## src/rtl/ddr_burst_arbiter.sv

```systemverilog
`default_nettype none
// ============================================================================
// ddr_burst_arbiter - DDR3 command-port arbiter: ingress write bursts and
// OFDM read bursts over a beat-addressed ring buffer. Stats: DDR_ARB_STATS_EN
// Revision: 1.0
// ============================================================================
module ddr_burst_arbiter #(
   parameter int ADDR_W       = 28,
   parameter int BURST_LEN    = 64,
   parameter int RING_BEATS   = 1024,
   parameter int START_THRESH = 256,
   parameter int MAX_WR_RUN   = 4,
   parameter int BASE_ADDR    = 0,
   parameter int ADDR_SHIFT   = 3
) (
   input  logic                          sys_clk,
   input  logic                          sys_rst,
   input  logic                          init_calib_complete,
   input  logic                          wr_req,
   input  logic                          rd_req,
   output logic                          cmd_valid,
   input  logic                          cmd_ready,
   output logic                          cmd_wr,
   output logic [ADDR_W-1:0]             cmd_addr,
   input  logic                          burst_done,
   output logic                          wr_grant,
   output logic                          rd_grant,
   output logic [$clog2(RING_BEATS):0]   fill_level,
   output logic                          ring_full,
   output logic                          rd_armed,
   output logic                          underrun,
   output logic [31:0]                   stat_wr_bursts,
   output logic [31:0]                   stat_rd_bursts,
   output logic [15:0]                   stat_underruns
);

   localparam int PTR_W  = $clog2(RING_BEATS);
   localparam int FILL_W = PTR_W + 1;
   localparam int RUN_W  = $clog2(MAX_WR_RUN + 1);

   localparam logic [FILL_W-1:0] BURST_F  = FILL_W'(BURST_LEN);
   localparam logic [FILL_W-1:0] FULL_F   = FILL_W'(RING_BEATS);
   localparam logic [FILL_W-1:0] THRESH_F = FILL_W'(START_THRESH);
   localparam logic [FILL_W-1:0] WR_LIMIT = FILL_W'(RING_BEATS - BURST_LEN);
   localparam logic [PTR_W-1:0]  BURST_P  = PTR_W'(BURST_LEN);
   localparam logic [RUN_W-1:0]  RUN_MAX  = RUN_W'(MAX_WR_RUN);

   localparam logic [1:0] S_IDLE = 2'd0;
   localparam logic [1:0] S_CMD  = 2'd1;
   localparam logic [1:0] S_DATA = 2'd2;

   logic [1:0]       state;
   logic [1:0]       state_nxt;
   logic [PTR_W-1:0] wr_ptr;
   logic [PTR_W-1:0] rd_ptr;
   logic [RUN_W-1:0] wr_run;
   logic             wr_ok;
   logic             rd_ok;
   logic             pick_wr;
   logic             pick_rd;
   logic             done;
   logic             drain_empty;

   assign wr_ok   = wr_req && (fill_level <= WR_LIMIT);
   assign rd_ok   = rd_req && rd_armed && (fill_level >= BURST_F);
   // Writes win unless a read is eligible and the write run is exhausted.
   assign pick_wr = init_calib_complete && wr_ok && !(rd_ok && (wr_run == RUN_MAX));
   assign pick_rd = init_calib_complete && !pick_wr && rd_ok;
   assign done    = (state == S_DATA) && burst_done;
   assign drain_empty = done && !cmd_wr && (fill_level == BURST_F);
   assign ring_full   = (fill_level == FULL_F);

   always_ff @(posedge sys_clk or posedge sys_rst) begin
      if (sys_rst) state <= S_IDLE;
      else         state <= state_nxt;
   end

   always_comb begin
      state_nxt = state;
      case (state)
         S_IDLE:  if (pick_wr || pick_rd) state_nxt = S_CMD;
         S_CMD:   if (cmd_ready)          state_nxt = S_DATA;
         S_DATA:  if (burst_done)         state_nxt = S_IDLE;
         default:                         state_nxt = S_IDLE;
      endcase
   end

   always_comb begin
      cmd_valid = (state == S_CMD);
      wr_grant  = (state == S_DATA) && cmd_wr;
      rd_grant  = (state == S_DATA) && !cmd_wr;
   end

   always_ff @(posedge sys_clk or posedge sys_rst) begin
      if (sys_rst) begin
         cmd_wr     <= 1'b0;
         cmd_addr   <= '0;
         wr_ptr     <= '0;
         rd_ptr     <= '0;
         wr_run     <= '0;
         fill_level <= '0;
         rd_armed   <= 1'b0;
         underrun   <= 1'b0;
      end else begin
         underrun <= 1'b0;
         if ((state == S_IDLE) && (pick_wr || pick_rd)) begin
            cmd_wr   <= pick_wr;
            cmd_addr <= ADDR_W'(BASE_ADDR) + (ADDR_W'(pick_wr ? wr_ptr : rd_ptr) << ADDR_SHIFT);
            if (pick_rd)                wr_run <= '0;
            else if (wr_run != RUN_MAX) wr_run <= wr_run + 1'b1;
         end
         // Arming uses the post-burst level so the very next IDLE decision sees it.
         if (done) begin
            if (cmd_wr) begin
               wr_ptr     <= wr_ptr + BURST_P;
               fill_level <= fill_level + BURST_F;
               if ((fill_level + BURST_F) >= THRESH_F) rd_armed <= 1'b1;
            end else begin
               rd_ptr     <= rd_ptr + BURST_P;
               fill_level <= fill_level - BURST_F;
               if (drain_empty) begin
                  rd_armed <= 1'b0;
                  underrun <= 1'b1;
               end
            end
         end
      end
   end

`ifdef DDR_ARB_STATS_EN
   always_ff @(posedge sys_clk or posedge sys_rst) begin
      if (sys_rst) begin
         stat_wr_bursts <= '0;
         stat_rd_bursts <= '0;
         stat_underruns <= '0;
      end else begin
         if (done && cmd_wr && (stat_wr_bursts != '1))
            stat_wr_bursts <= stat_wr_bursts + 1'b1;
         if (done && !cmd_wr && (stat_rd_bursts != '1))
            stat_rd_bursts <= stat_rd_bursts + 1'b1;
         if (drain_empty && (stat_underruns != '1))
            stat_underruns <= stat_underruns + 1'b1;
      end
   end
`else
   assign stat_wr_bursts = '0;
   assign stat_rd_bursts = '0;
   assign stat_underruns = '0;
`endif

endmodule
`default_nettype wire

```

## config.mk

```make
export PLATFORM = sky130hd
export DESIGN_NAME = ddr_burst_arbiter
export DESIGN_NICKNAME = d
export VERILOG_FILES = /design/src/rtl/ddr_burst_arbiter.sv
export SDC_FILE = /design/constraint.sdc
export NUM_CORES = 1
export LEC_CHECK = 0
export ABC_CLOCK_PERIOD_IN_PS = 4900
export CELL_PAD_IN_SITES_DETAIL_PLACEMENT = 1
export CELL_PAD_IN_SITES_GLOBAL_PLACEMENT = 1
export CORE_ASPECT_RATIO = 1.75
export CORE_MARGIN = 2
export CORE_UTILIZATION = 50
export CTS_BUF_LIST = sky130_fd_sc_hd__clkbuf_4 sky130_fd_sc_hd__clkbuf_8
export CTS_CLUSTER_DIAMETER = 100
export DETAILED_ROUTE_END_ITERATION = 8
export DONT_BUFFER_PORTS = 1
export GPL_ROUTABILITY_DRIVEN = 0
export PLACE_DENSITY_LB_ADDON = 0.05
export RECOVER_POWER = 100
export SETUP_SLACK_MARGIN = 0.1
export SYNTH_ARGS = -nofsm -noshare
export SYNTH_HDL_FRONTEND = slang
export SYNTH_SLANG_ARGS = --single-unit
```

## constraint.sdc

```tcl
create_clock -name sys_clk -period 4.9 [get_ports sys_clk]
set_input_delay 0.735 -clock sys_clk [delete_from_list [all_inputs] [get_ports sys_clk]]
set_output_delay 0.735 -clock sys_clk [all_outputs]
set_load 0.1 [all_outputs]
```

==> flow_summary.ini <==
[synth]
ys_warn_count = 0
synth_cells = 258
syn-cell-area_sq_um = 2296
ys_seq_area_share_pct = 27.25
synth-seq-cells = 25
synthDominantCellAreaShare_pct = 36.95
ys_types = 41
synth_common_cells = buf_4 (113), dfrtp_1 (25), inv_1 (14), nor2_1 (13), ha_1 (9)
async_flop_share_pct = 100.0
synth_flop_cell = dfrtp_1
yosys-top-cells-area = buf_4 (37%), dfrtp_1 (27%), ha_1 (4.9%), inv_1 (2.3%), xnor2_1 (2.3%)
post-synth-top-count-cell = buf_4
synth.avg_cell_area_sq_um = 8.899
synth_area_leader_cell = buf_4
synth_edf_count = 0

[finish]
diodes = 0
syn2layout_area_growth_pct = -15.10
finalNetCount = 278
drive_gt1_share_pct = 5.747
final_util_pct = 44.26

[routing]
totalWireLength_mm = 4.110
drt_first_pass_iters = 5
drc = 0
vias_per_cell = 4.362
vias = 1361
wl_per_cell_um = 13.17
antenna_left = 0
drt_iter0_markers = 12

[floorplanning]
die_x_um = 55.23
initial_utilization_pct = 52.13
dieArea_sq_um = 5171
coreArea_sq_um = 4404
die_y_um = 93.64
io_pins = 133
rows = 32

[power_and_ir_drop]
swShare_pct = 68.80
pwr-share-comb_pct = 56.8
p_leak_uw = 0.001042
p_int_uw = 493.0
power_frac_seq_pct = 34.8
vdd_ir_drop_max_mv = 0.3428
p_per_area_nw_per_um2 = 810.7
power_switching_uw = 1087
clock_power_share_pct = 8.4

[cts]
holdBufCountCts = 0
cts_tree = built
postCtsSetupRepairBufs = 0
ctsHtreeMaxLevel = 1
cts_resized = 0
cts.sinks = 25
clock_latency_ps = 280
cts_made_buffers = 3
cts-root-buf = clkbuf_8
clock_path_buffers = 2
clkTransAtPathRegs_ps = 100

[run_status]
violations = max-capacitance violations, max-slew violations
status = finished with violations

[global_routing]
gr-total-overflow = 0
grt_usage_pct = 15.37
grt.busiest_layer = met2
grt_util_met2_pct = 31.75
grt_max_degree = 26
grt_pass1_vias = 1289
grt_pass1_wl_mm = 6.361
antenna_found_initial = 0
grt_use_met1_pct = 15.68
gr-usage-met3_pct = 1.107

[worst_setup_path]
crit_path_end_kind = output port
cp.required_ps = 4160
critPathMaxStageDelay_ps = 1110
crit_family = buffers and inverters
crit_arrival_ps = 2730
critical_path_class = reg -> out
cp-start-kind = register
critical_path_buf_inv_count = 2
worstPathCellList = clkbuf_1, inv_1, ha_1, and3_1
slowest_stage = clkbuf_1
crit_path_max_fanout = 9

[sta]
max_clock_freq_mhz = 288.2
setup_viol_count_final = 0
fin_worst_skew_ps = 2.211
maxSlewHeadroom_pct = -30.55
rsz0062_at_grt = no
drv_slew = 24
tightest_slew_ps = 1954
finalHoldViolCount = 0
setup_tns_ps = 0
period_needed_ps = 3470
finalCritPeriodShare_pct = 70.81

[placement]
post-dp-hpwl_mm = 3.380
io_buffers = 0

[min_path]
min_path_type = reg -> reg

[job]
drv_cap = 5
-- logic make-up (layout without fill, tap and decap cells) --
group,count (synthesis),after routing,synth area share (%)
DFF,25,25,27.25
adders and majority gates,9,9,4.905
xor gates and xnor gates,10,10,3.815
buffers and inverters,129,23,39.89
muxes,2,2,0.9809
other,1,110,0.1633
AOI/OAI and AO/OA,31,31,10.46
and+or+nand+nor,51,51,12.53
-- placed cells by master (no fill, tap or decap), drive strengths merged --
cell      instances
a21o              3
nor2             13
a311oi            4
nor2b             2
or3               1
clkbuf            6
conb            110
clkinvlp          1
o21bai            1
nor4              4
xnor2             6
a221o             1
xor2              4
o2bb2ai           1
nor3              5
dfrtp            25
nand3             5
nand4             4
buf               2
nand2             8
and3              3
a2bb2oi           1
a31oi             2
inv              14
and2b             1
a21oi             8
and4b             1
or4               1
o21ai             8
mux2              2
and2              1
nand2b            2
ha                9
o2111ai           1
a311o             1
-- layout make-up --
class / count / area (sq um)
tap: 51 / 63.81
inverter: 14 / 52.55
timing repair buffer: 5 / 26.28
clock buffer: 3 / 41.29
clock inverter: 1 / 7.507
fill: 585 / 2455
sequential: 25 / 625.6
multi-input combinational: 213 / 1132
-- worst reg2reg max path, cell delays in order (launching register included) --
cell and delay (ps):
dfrtp_1 360, clkbuf_1 1110, inv_1 240, ha_1 290, nor3_1 230, a21oi_1 190, a311o_4 480, nor4_1 300
a311oi_1 90
-- state kept, by name, indices dropped and copies added, names as in the netlist --
name and flops:
rd_armed 1, rd_ptr 4, wr_run 3, wr_ptr 4, cmd_addr 4, underrun 1, fill_level 5, cmd_wr 1
state 2
-- path summary, 6_finish.rpt --
check,startpoint,endpoint,slack (ps),cells past startpoint
min,wr_ptr[9],wr_ptr[9],480,1
min in group asynchronous,sys_rst,underrun,560,1
max reg2reg,fill_level[7],cmd_addr[11],1490,8
max,fill_level[7],ring_full,1430,4
max in group asynchronous,sys_rst,fill_level[8],3740,1
min reg2reg,wr_ptr[9],wr_ptr[9],480,1
-- routing by layer --
metal | up-vias | part of all wire [%]
met3 | 2 | 6.8
li1 | 633 | -
met4 | 0 | 0.88
met5 | - | 0
met2 | 73 | 60
met1 | 653 | 33
-- power by group through the flow --
stage	clock network, uW	registers, uW	logic (uW)
2_1_floorplan	0	638	814
3_3_place_gp	0	559	922
3_5_place_dp	0	563	929
4_1_cts	138	557	932
5_1_grt	144	568	951
6_report	133	550	897
-- stage by stage --
step / worst slack (ps) / instances / area [sq um] / power (uW) / hold WS (ps)
floorplan: 1480 / 367 / 2705 / 1452 / 443.4
global placement: 2101 / 308 / 1951 / 1481 / 462.8
detailed placement: 2121 / 308 / 1951 / 1492 / 465.1
CTS: 1803 / 312 / 1999 / 1627 / 482.9
global route: 1276 / 312 / 1949 / 1664 / 510.7
finish: 1430 / 312 / 1949 / 1580 / 475.4
Note: power is estimated with default switching activity, not from simulation.
